## src/rtl/circle_anim_ctrl.sv

```systemverilog
// Run/pause/step sequencer for the walking-circle animation: owns the tick
// timebase, its speed scaling, and the lap counter with optional auto-stop.
module circle_anim_ctrl #(
  parameter int NUM_OF_DISPLAYS = 6,
  parameter int COL_WIDTH       = $clog2(NUM_OF_DISPLAYS),
  parameter int BASE_DIV        = 50000000,
  parameter int MAX_SPEED       = 4,
  parameter int DEFAULT_SPEED   = 1,
  parameter int LAP_W           = 8,
  parameter int LAP_TARGET      = 0
) (
  input  logic                 clk_i,
  input  logic                 rst_i,
  input  logic                 start_i,
  input  logic                 stop_i,
  input  logic                 step_i,
  input  logic                 speed_up_i,
  input  logic                 speed_down_i,
  input  logic [COL_WIDTH-1:0] pos_i,
  input  logic                 dir_i,
  output logic                 tick_o,
  output logic [1:0]           state_o,
  output logic [2:0]           speed_o,
  output logic [LAP_W-1:0]     lap_cnt_o,
  output logic                 done_o
);

  localparam logic [1:0] S_IDLE  = 2'b00;
  localparam logic [1:0] S_RUN   = 2'b01;
  localparam logic [1:0] S_PAUSE = 2'b10;
  localparam logic [1:0] S_STEP  = 2'b11;

  localparam logic [2:0]       SPEED_MAX  = 3'(MAX_SPEED);
  localparam logic [2:0]       SPEED_RST  = 3'(DEFAULT_SPEED);
  localparam logic [LAP_W-1:0] LAP_MAX    = '1;
  localparam logic [LAP_W-1:0] LAP_GOAL   = LAP_W'(LAP_TARGET);
  localparam bit               AUTO_STOP  = (LAP_TARGET != 0);

  typedef struct packed {
    logic start;
    logic stop;
    logic step;
  } cmd_t;

  logic [1:0]       state_q, state_d;
  logic [31:0]      cnt_q, cnt_d;
  logic             tick_q, tick_d;
  logic [2:0]       speed_q, speed_d;
  logic [LAP_W-1:0] lap_q, lap_d;
  logic             done_q, done_d;

  cmd_t        cmd;
  logic [31:0] period;
  logic        lap_hit;

  // Priority encode the buttons: stop beats start beats step.
  always_comb begin
    cmd.stop  = stop_i;
    cmd.start = start_i & ~stop_i;
    cmd.step  = step_i & ~stop_i & ~start_i;
  end

  always_comb begin
    period = 32'(BASE_DIV) >> speed_q;
    if (period == 32'd0) period = 32'd1;
  end

  always_comb begin
    speed_d = speed_q;
    if (speed_up_i && !speed_down_i && speed_q < SPEED_MAX)
      speed_d = speed_q + 3'd1;
    else if (speed_down_i && !speed_up_i && speed_q != 3'd0)
      speed_d = speed_q - 3'd1;
  end

  // The animation reaches the left end heading left once per full circuit.
  assign lap_hit = tick_q && !dir_i && (pos_i == '0);

  always_comb begin
    state_d = state_q;
    cnt_d   = cnt_q;
    tick_d  = 1'b0;
    lap_d   = lap_q;
    done_d  = 1'b0;

    case (state_q)
      S_IDLE: begin
        if (cmd.start) begin
          state_d = S_RUN;
          lap_d   = '0;
        end else if (cmd.step) begin
          state_d = S_STEP;
        end
      end
      S_RUN:   if (cmd.stop) state_d = S_PAUSE;
      S_PAUSE: begin
        if (cmd.start)     state_d = S_RUN;
        else if (cmd.step) state_d = S_STEP;
      end
      S_STEP:  state_d = S_PAUSE;
      default: state_d = S_IDLE;
    endcase

    if (lap_hit && lap_q != LAP_MAX) begin
      lap_d = lap_q + LAP_W'(1);
      if (AUTO_STOP && lap_d == LAP_GOAL) begin
        state_d = S_IDLE;
        done_d  = 1'b1;
      end
    end

    // The prescaler only advances while staying in RUN, so the cycle that
    // leaves RUN freezes cnt and can never emit a tick into PAUSE or IDLE.
    if (state_d == S_IDLE) begin
      cnt_d = '0;
    end else if (state_q == S_RUN && state_d == S_RUN) begin
      if (cnt_q >= period - 32'd1) begin
        cnt_d  = '0;
        tick_d = 1'b1;
      end else begin
        cnt_d = cnt_q + 32'd1;
      end
    end

    if (state_d == S_STEP) tick_d = 1'b1;
  end

  always_ff @(posedge clk_i) begin
    if (rst_i) begin
      state_q <= S_IDLE;
      cnt_q   <= '0;
      tick_q  <= 1'b0;
      speed_q <= SPEED_RST;
      lap_q   <= '0;
      done_q  <= 1'b0;
    end else begin
      state_q <= state_d;
      cnt_q   <= cnt_d;
      tick_q  <= tick_d;
      speed_q <= speed_d;
      lap_q   <= lap_d;
      done_q  <= done_d;
    end
  end

  assign tick_o    = tick_q;
  assign state_o   = state_q;
  assign speed_o   = speed_q;
  assign lap_cnt_o = lap_q;
  assign done_o    = done_q;

endmodule

```

## config.mk

```make
export PLATFORM = sky130hd
export DESIGN_NAME = circle_anim_ctrl
export DESIGN_NICKNAME = d
export VERILOG_FILES = /design/src/rtl/circle_anim_ctrl.sv
export SDC_FILE = /design/constraint.sdc
export NUM_CORES = 1
export LEC_CHECK = 0
export BUFFER_PORTS_ARGS = -buffer_cell sky130_fd_sc_hd__clkbuf_2
export CORE_ASPECT_RATIO = 1.5
export CORE_MARGIN = 5
export CORE_UTILIZATION = 60
export CTS_BUF_LIST = sky130_fd_sc_hd__clkbuf_16
export DETAILED_ROUTE_END_ITERATION = 10
export HOLD_SLACK_MARGIN = 0.05
export MAX_ROUTING_LAYER = met4
export PLACE_DENSITY = 0.85
export SLEW_MARGIN = 10
export SYNTH_ARGS = -nofsm -noshare
export SYNTH_HDL_FRONTEND = slang
export SYNTH_SLANG_ARGS = --single-unit
```

## constraint.sdc

```tcl
create_clock -name clk_i -period 5.6 [get_ports clk_i]
set_input_delay 0.56 -clock clk_i [delete_from_list [all_inputs] [get_ports clk_i]]
set_output_delay 0.56 -clock clk_i [all_outputs]
set_load 0.005 [all_outputs]
```

Yosys cells after proc, flatten, opt, wreduce, memory -nomap -nowiden:

Cells that the tools add are included.

* register bits after elaboration: 46
* input port bits: 11
* output and inout bits: 15
* word-level logic and storage cells: 61

* add/subtract/negate cells: 5
* $lt $le $gt $ge: 2
* equal/unequal tests: 6
* shift-type cells: 1
* multiplexer cells: 15
* bitwise operators: 5
* reduce and logical (&&, ||, !) cells: 22

Operators by type and width (number)
* 2-to-1 mux 32 bit: 2
* adder 32 x 1 -> 32 bit, second input constant: 1
* greater-or-equal comparator 32 bit: 1
* logical NOT 32 bit: 1
* >> shifter 26 x 3 -> 32 bit, first input constant: 1
* subtractor 32 x 1 -> 32 bit, second input constant: 1
* 2-to-1 mux 8 bit: 3
* adder 8 x 1 -> 8 bit, second input constant: 1
* logical AND 1 bit: 8
* inequality test 8 bit, second input constant: 1
* == test 2 bit, second input constant: 3
* 2-to-1 mux 2 bit: 3
* 2-to-1 mux 3 bit: 2
* one-hot mux 2 bit (3 select lines): 1
* nonzero test 2 bit: 3
* == test 2 x 1 -> 1 bit, second input constant: 2
* logical NOT 2 bit: 2
* 2-to-1 mux 1 bit: 4
* OR reduction 2 bit: 2
* adder 3 x 1 -> 3 bit, second input constant: 1
* AND 1 bit: 3
* logical NOT 1 bit: 3
* logical NOT 3 bit: 1
* less-than comparator 3 bit, second input constant: 1
* other kinds (4): 5

Depth between registers and ports, before layout:

Gate-level depths: netlist of run 1.

* word-level depth: 11
* gate-level depth with buffers: 13
* depth with buffers taken out: 11

Worst setup path after synthesis of run 1:

OpenSTA, ideal clock, no wires.

* path type: flip-flop to flip-flop
* from: reg speed_q[2] (netlist: speed_o[2])
* to: reg cnt_q[10]
* library setup time: 0.140 ns
* arrival time: 2.752 ns
* required time: 5.460 ns
* slack: 2.708 ns
* cell stages (with the launch flop): 14
* buffers on the path: 3
* clock period less this slack: 2.892 ns
* cell sequence: dfxtp_1 -> clkbuf_1 -> inv_1 -> clkbuf_1 -> o21ai_0 -> and2_1 -> ha_1 -> and4_1 -> nand2_1 -> a2111oi_0 -> nor3_2 -> o21ai_2 -> buf_6 -> a211oi_1

* longest elaborated chain between the ends: 6

Ends and longest elaborated chain
* from (decl): line 48 `logic [2:0] speed_q, speed_d;`
* from (signal assigned): line 140 `speed_q <= speed_d;`
* >> shifter 26 x 3 -> 32 bit *: line 64 `period = 32'(BASE_DIV) >> speed_q;`
* logical NOT 32 bit: line 65 `if (period == 32'd0) period = 32'd1;`
* 2-to-1 mux 32 bit *: line 65
* subtractor 32 x 1 -> 32 bit *: line 117 `if (cnt_q >= period - 32'd1) begin`
* greater-or-equal comparator 32 bit *: line 117
* 2-to-1 mux 32 bit *: line 117
* to (signal assigned): line 138 `cnt_q <= cnt_d;`
* to (decl): line 46 `logic [31:0] cnt_q, cnt_d;`

Mark *: on every way between the ends. The rest lies on a longest branch, timed or not.
A chain may end at the register's enable or synchronous reset.

Worst setup path after layout of run 1:

* from: reg speed_q[2] (netlist: speed_o[2])
* to: reg cnt_q[24]

The elaborated chain is that of the path after synthesis.

==> reports/metrics.cfg, run 1 <==
[run_status]
outcome=complete, no violations

[timing]
post-route-min-period_ns=3.41
timing.setup.tns_ns=0
setup_slack_ns=2.19
relSlewSlack_pct=58.4
rsz0062_at_grt=no
finalCritPeriodShare_pct=60.9
worstMarginPinSlew_ns=0.609
fmax_mhz=293
slew_viol_final=0
clock_skew_ns=0.00441
finalHoldViolCount=0
timing.hold.ws_ns=0.502
setup_viol=0

[synthesis]
ys_types=56
ys_seq_elements=46
syn_inst=354
syn_avg_cell_area_sq_um=8.70
syn_area_sq_um=3080
synth_nets=394
yosysSeqAreaShare_pct=29.9
yosysWarnings=0
synthFlopType=dfxtp_1
synth_edf_count=0
postSynth.asyncResetShare_pct=0

[cells_and_area]
layout_commonest_cell=dfxtp_1
layout.nets=413
seqCellArea_sq_um=921
diodes=0
multi_input_area_sq_um=2040
final_cell_mix=dfxtp_1, nor2_1, nand2_1, a211oi_1, ha_1
fill_cells=406
final_area_sq_um=3370
layout-drive-gt1-share_pct=16.0
area_growth_pct=9.59

[setup_path]
endpoint=cnt_q[24]$_SDFFE_PP0P_
worstPathArrival_ns=3.56
crit_required_ns=5.75
worstSetupEndpointType=flip-flop
critPathLaunch=speed_o[2]$_SDFFE_PP0P_
cp-start-kind=flip-flop
regToRegEndpoint=cnt_q[24]$_SDFFE_PP0P_
max_stage_delay_ns=0.55
crit_type=reg2reg
rrSetupSlack_ns=2.19
cp_max_fo=30
worst_r2r_path_depth=12
cp_common_cell=inv_1
path_cells=inv_1, a21oi_1, inv_1, and2_1, ha_1, and4_1, nand2_1, a2111oi_0, nor3_2, o21ai_2, buf_4, a211oi_1
cp_slowest_cell=a2111oi_0
r2r-start=speed_o[2]$_SDFFE_PP0P_

[clocking]
cts_tree=yes
cts_setup_buffers=0
clkSlewWorstSetupHoldPaths_ns=0.06
ctsResizeCount=0
cts_buffers=5
clockRootBuffer=clkbuf_16
holdBufCountCts=0
clock-sinks=46
cts_max_path_buffers=2
clk-insertion-delay-late_ns=0.29
cts_max_level=2

[detailed_routing]
vias_per_cell=6.21
drc=0
ant_nets=0
num_vias=2743
finalWirelength_mm=7.22
drtPass1Iterations=4
first_iter_violations=161
wire_per_inst_microns=16.3

[grt]
grt_busiest_layer=met2
met1_usage_pct=25.6
grt_max_degree=35
first_global_vias=2745
grt.met2_usage_pct=40.9
grt_pass1_wl_mm=12.3
antenna_found_initial=0
met3_usage_pct=3.91
grt_use_total_pct=24.0
grt_remaining_overflow=0

[hold_path]
hp-class=reg2reg
worstHoldStart=lap_cnt_o[5]$_SDFFE_PP0P_

[place]
pre_cts_slack_ns=2.32
portBuffers=24
dpl_cell_area_sq_um=3230
dp_hpwl_mm=5.29
gp_congestion=0.869

[floorplanning]
core_area_sq_um=5080
dieHeight_microns=97.7
dieArea_sq_um=6690
die_w_microns=68.5
row_count=32
pin_count=26
start_util_pct=60.6

[power_and_ir_drop]
power.density_nw_per_um2=223
vdd.ir_drop.worst_mv=0.181
leakagePower_nw=1.31

[run]
drv_cap=0

-- where the power goes --
group | internal, mW | total, mW | switching [mW] | leakage, nW
Combinational | 0.0435 | 0.113 | 0.0700 | 0.870
Sequential | 0.332 | 0.343 | 0.0115 | 0.372
Clock | 0.164 | 0.295 | 0.131 | 0.0730
Total | 0.539 | 0.752 | 0.212 | 1.31
-- critical path, delay by kind of cell (launching register included) --
kind | cells | cell delay (ns)
compound gates | 4 | 1.10
buf+inv | 3 | 0.71
fa+ha+maj | 1 | 0.31
simple gates | 4 | 0.59
flops | 1 | 0.53
-- metal layers --
metal / wire [microns] / vias up
met5: 0 / -
met4: 323 / 0
met3: 253 / 26
met2: 3880 / 76
met1: 2770 / 1289
li1: - / 1352
-- layout make-up --
cell class,count,share of cell area [%]
Clock inverter,3,0.482
Tap cell,68,2.52
Timing Repair Buffer,27,4.23
Clock buffer,5,3.71
Multi-Input combinational cell,282,60.5
Inverter,11,1.22
Sequential cell,46,27.3
-- synthesized netlist by cell type, drive strengths merged (2+ instances only) --
| library cell | count | share of area (%) |
|---|---|---|
| nor3 | 6 | 1.1 |
| nand4 | 8 | 1.8 |
| nor2 | 32 | 4.0 |
| or3 | 3 | 0.61 |
| a31oi | 4 | 0.81 |
| inv | 11 | 1.3 |
| o21ai | 13 | 2.2 |
| nand2b | 6 | 1.2 |
| clkbuf | 11 | 1.3 |
| nor4 | 4 | 1.5 |
| buf | 4 | 1.3 |
| xor2 | 15 | 4.3 |
| dfxtp | 46 | 30 |
| a21oi | 26 | 4.2 |
| and4 | 6 | 1.9 |
| a211oi | 35 | 9.7 |
| a21o | 4 | 0.98 |
| a41oi | 2 | 0.57 |
| and2 | 5 | 1.1 |
| o2111ai | 2 | 0.57 |
| nand2 | 30 | 3.7 |
| and3 | 4 | 0.98 |
| nand3 | 15 | 2.6 |
| a2111oi | 4 | 1.3 |
| ha | 28 | 11 |
| nor2b | 5 | 1.0 |
| xnor2 | 11 | 3.1 |
-- metrics by stage --
| step | total power [mW] | instances | utilization (%) |
|---|---|---|---|
| final | 0.752 | 442 | 66.4 |
| after global placement | 0.457 | 434 | 63.6 |
| after CTS | 0.754 | 442 | 66.4 |
| after detailed placement | 0.462 | 434 | 63.6 |
| after floorplan | 0.430 | 354 | - |
| after global routing | 0.785 | 442 | 66.4 |
-- worst min-delay path by stage --
stage,cells past startpoint,to,slack [ns]
3_5_place_dp,1,lap_cnt_o[5]$_SDFFE_PP0P_,0.49
4_1_cts,1,lap_cnt_o[5]$_SDFFE_PP0P_,0.50
2_1_floorplan,2,cnt_q[0]$_SDFFE_PP0P_,0.47
6_report,1,lap_cnt_o[5]$_SDFFE_PP0P_,0.50
3_3_place_gp,1,lap_cnt_o[5]$_SDFFE_PP0P_,0.47
5_1_grt,1,lap_cnt_o[7]$_SDFFE_PP0P_,0.53
-- flip-flops by register name, summed over array words and instances, names as in the netlist --
| name | flops |
|---|---|
| lap_cnt_o | 8 |
| state_o | 2 |
| cnt_q | 32 |
| speed_o | 3 |
| tick_o | 1 |
-- cells by family after synthesis --
group	after synthesis	synth area share (%)
compound gates	97	22.5
simple gates	129	24.1
other cells	1	0.122
flops	46	29.9
xor+xnor	26	7.40
buf+inv	26	4.02
fa+ha+maj	29	12.0
No activity file was read; power rests on OpenSTA's default activity.
==> run 2, diff against run 1 <==
clock period = 3.25 ns   (was 5.6 ns; I/O delays follow)
==> run 2 against run 1 <==
Final cell count increased by 0.68%. First-iteration DRC count decreased by 20%. Sequential cell count unchanged. Clock power increased by 71%. Critical endpoint is now cnt_q[20]$_SDFFE_PP0P_. Non-clock buffer count increased by 3. Sequential power increased by 69%. Worst setup slack got worse by 1.9 ns. Clock skew decreased by 0.0013 ns. Largest cell class unchanged. Global-route usage increased by 0.70 points.
==> reports/metrics.cfg, run 2 (synthesis results as in run 1) <==
[run_status]
outcome=complete, no violations

[detailed_routing]
ant_nets=0  ; unchanged
finalWirelength_mm=7.46  ; +3.3%
first_iter_violations=128  ; -20%
num_vias=2808  ; +2.4%
wire_per_inst_microns=16.8  ; +2.6%
drc=0  ; unchanged
vias_per_cell=6.31  ; +1.7%
drtPass1Iterations=4  ; unchanged

[hold_path]
worstHoldStart=stop_i
whs_path_depth=2  ; +1
hp-class=in2reg

[clocking]
clockRootBuffer=clkbuf_16
cts_buffers=5  ; unchanged
clock-sinks=46  ; unchanged
holdBufCountCts=0  ; unchanged
cts_max_level=2  ; unchanged
clk-insertion-delay-late_ns=0.29  ; about the same
clkSlewWorstSetupHoldPaths_ns=0.06  ; about the same
cts_tree=yes
cts_max_path_buffers=2  ; unchanged

[setup_path]
critical_path_buf_inv_count=2  ; -1
crit_required_ns=3.40  ; -2.35 ns
crit_type=reg2reg
cp_max_fo=30  ; unchanged
cp_top_family=compound AO/OA/AOI/OAI gates
worstPathArrival_ns=3.12  ; -0.44 ns
cp-start-kind=flip-flop
r2r-start=speed_o[2]$_SDFFE_PP0P_
cp_slowest_cell=a2111oi_1
critPathLaunch=speed_o[2]$_SDFFE_PP0P_
crit_cells=11  ; -1
worst_r2r_path_depth=11  ; -1
path_cells=inv_1, o21ai_0, and2_1, ha_1, and4_1, nand2_1, a2111oi_1, nor3_2, o21ai_2, buf_4, a211oi_1
max_stage_delay_ns=0.41  ; -0.14 ns
worstSetupEndpointType=flip-flop

[cells_and_area]
final_cell_mix=dfxtp_1, nand2_1, nor2_1, a211oi_1, ha_1
stdcell_count=445  ; +0.68%
diodes=0  ; unchanged
layout.nets=416  ; +0.73%
layout_commonest_cell=dfxtp_1
fill_cells=425  ; +4.7%
area_growth_pct=10.4
layout-drive-gt1-share_pct=17.0  ; +0.93 points
largest_register_ffs=32  ; unchanged
regMostFlops=cnt_q

[place]
placed_cells=437  ; +0.69%
dp_hpwl_mm=5.53  ; +4.4%
gp_congestion=0.948  ; +9.0%
portBuffers=24  ; unchanged

[grt]
antenna_found_initial=0  ; unchanged
met1_usage_pct=28.5  ; +2.9 points
met3_usage_pct=3.68  ; -0.23 points
grt_pass1_wl_mm=12.6  ; +3.0%
grt_busiest_layer=met2
grt_use_total_pct=24.7  ; +0.70 points
grt.met2_usage_pct=40.2  ; -0.74 points
grt_remaining_overflow=0  ; unchanged
grt_max_degree=35  ; unchanged
first_global_vias=2720  ; -0.91%

[timing]
finalCritPeriodShare_pct=91.2  ; +30 points
timing.setup.tns_ns=0  ; unchanged
setup_viol=0  ; unchanged
worstMarginPinSlew_ns=0.612  ; +0.00333 ns
slew_viol_final=0  ; unchanged
relSlewSlack_pct=59.1  ; +0.78 points
clock_skew_ns=0.00313  ; -0.00127 ns
post-route-min-period_ns=2.96  ; -0.446 ns
fmax_mhz=337  ; +15%
rsz0062_at_grt=no
finalHoldViolCount=0  ; unchanged

[floorplanning]
die_w_microns=68.5  ; unchanged
core_area_sq_um=5080  ; unchanged
dieHeight_microns=97.7  ; unchanged
pin_count=26  ; unchanged
start_util_pct=60.6  ; unchanged
dieArea_sq_um=6690  ; unchanged
row_count=32  ; unchanged

[power_and_ir_drop]
leakagePower_nw=1.33  ; +1.1%
power.density_nw_per_um2=387  ; +74%
vdd.ir_drop.worst_mv=0.307  ; +69%

[run]
drv_cap=0  ; unchanged

[run 2: cell types whose count changed in the layout (fill, tap and decap cells not counted)]
cell	before	now
nor2_2	2	3
a2111oi_0	3	2
nor2_1	30	29
buf_4	3	6
a2111oi_1	0	1
[run 2: per-layer routing]
metal / up-vias / routed length, microns
li1: 1359 / -
met4: 0 / 367
met2: 76 / 3830
met5: - / 0
met1: 1346 / 3020
met3: 27 / 240
[run 2: layout make-up]
type	instances	area [sq um]	share of cell area, %
clock buffers	5	125	3.68
clock inverters	3	16.3	0.478
repair buffers	30	165	4.86
flip-flops and latches	46	921	27.1
well taps	68	85.1	2.50
multi-input cells	282	2050	60.2
inverters	11	41.3	1.21
[run 2: worst reg2reg max path: cells and delay by family, from the launching register on]
kind	cells	cell delay, ns
compound gates	4	0.95
buf+inv	2	0.64
simple gates	4	0.62
flops	1	0.32
fa+ha+maj	1	0.30
[run 2: power breakdown]
part	switching [mW]	leakage [nW]	internal (mW)	total (mW)
Combinational	0.146	0.885	0.0827	0.229
Sequential	0.0100	0.372	0.571	0.581
Clock	0.222	0.0730	0.283	0.505
[run 2: worst paths after layout]
kind	end	slack, ns
min reg2reg	lap_cnt_o[5]$_SDFFE_PP0P_	0.49
max reg2reg	cnt_q[20]$_SDFFE_PP0P_	0.29
min	state_o[0]$_SDFF_PP0_	0.38
max	cnt_q[20]$_SDFFE_PP0P_	0.29
[run 2: through the flow]
step                      utilization [%]  cell area [sq um]  worst slack [ns]  hold slack (ns)  power, mW
after floorplan                         -               3080             0.358            0.402      0.742
after global placement               64.0               3260             0.411            0.479      0.802
after detailed placement             64.0               3260             0.293            0.480      0.814
after CTS                            66.8               3400             0.292            0.378       1.31
after global routing                 66.9               3400            0.0677            0.401       1.36
final                                66.9               3400             0.286            0.379       1.31
[run 2: repair_timing]
item	in CTS	in global routing
resized for setup	0	2
setup buffers	0	0
setup endpoints to repair	0	30
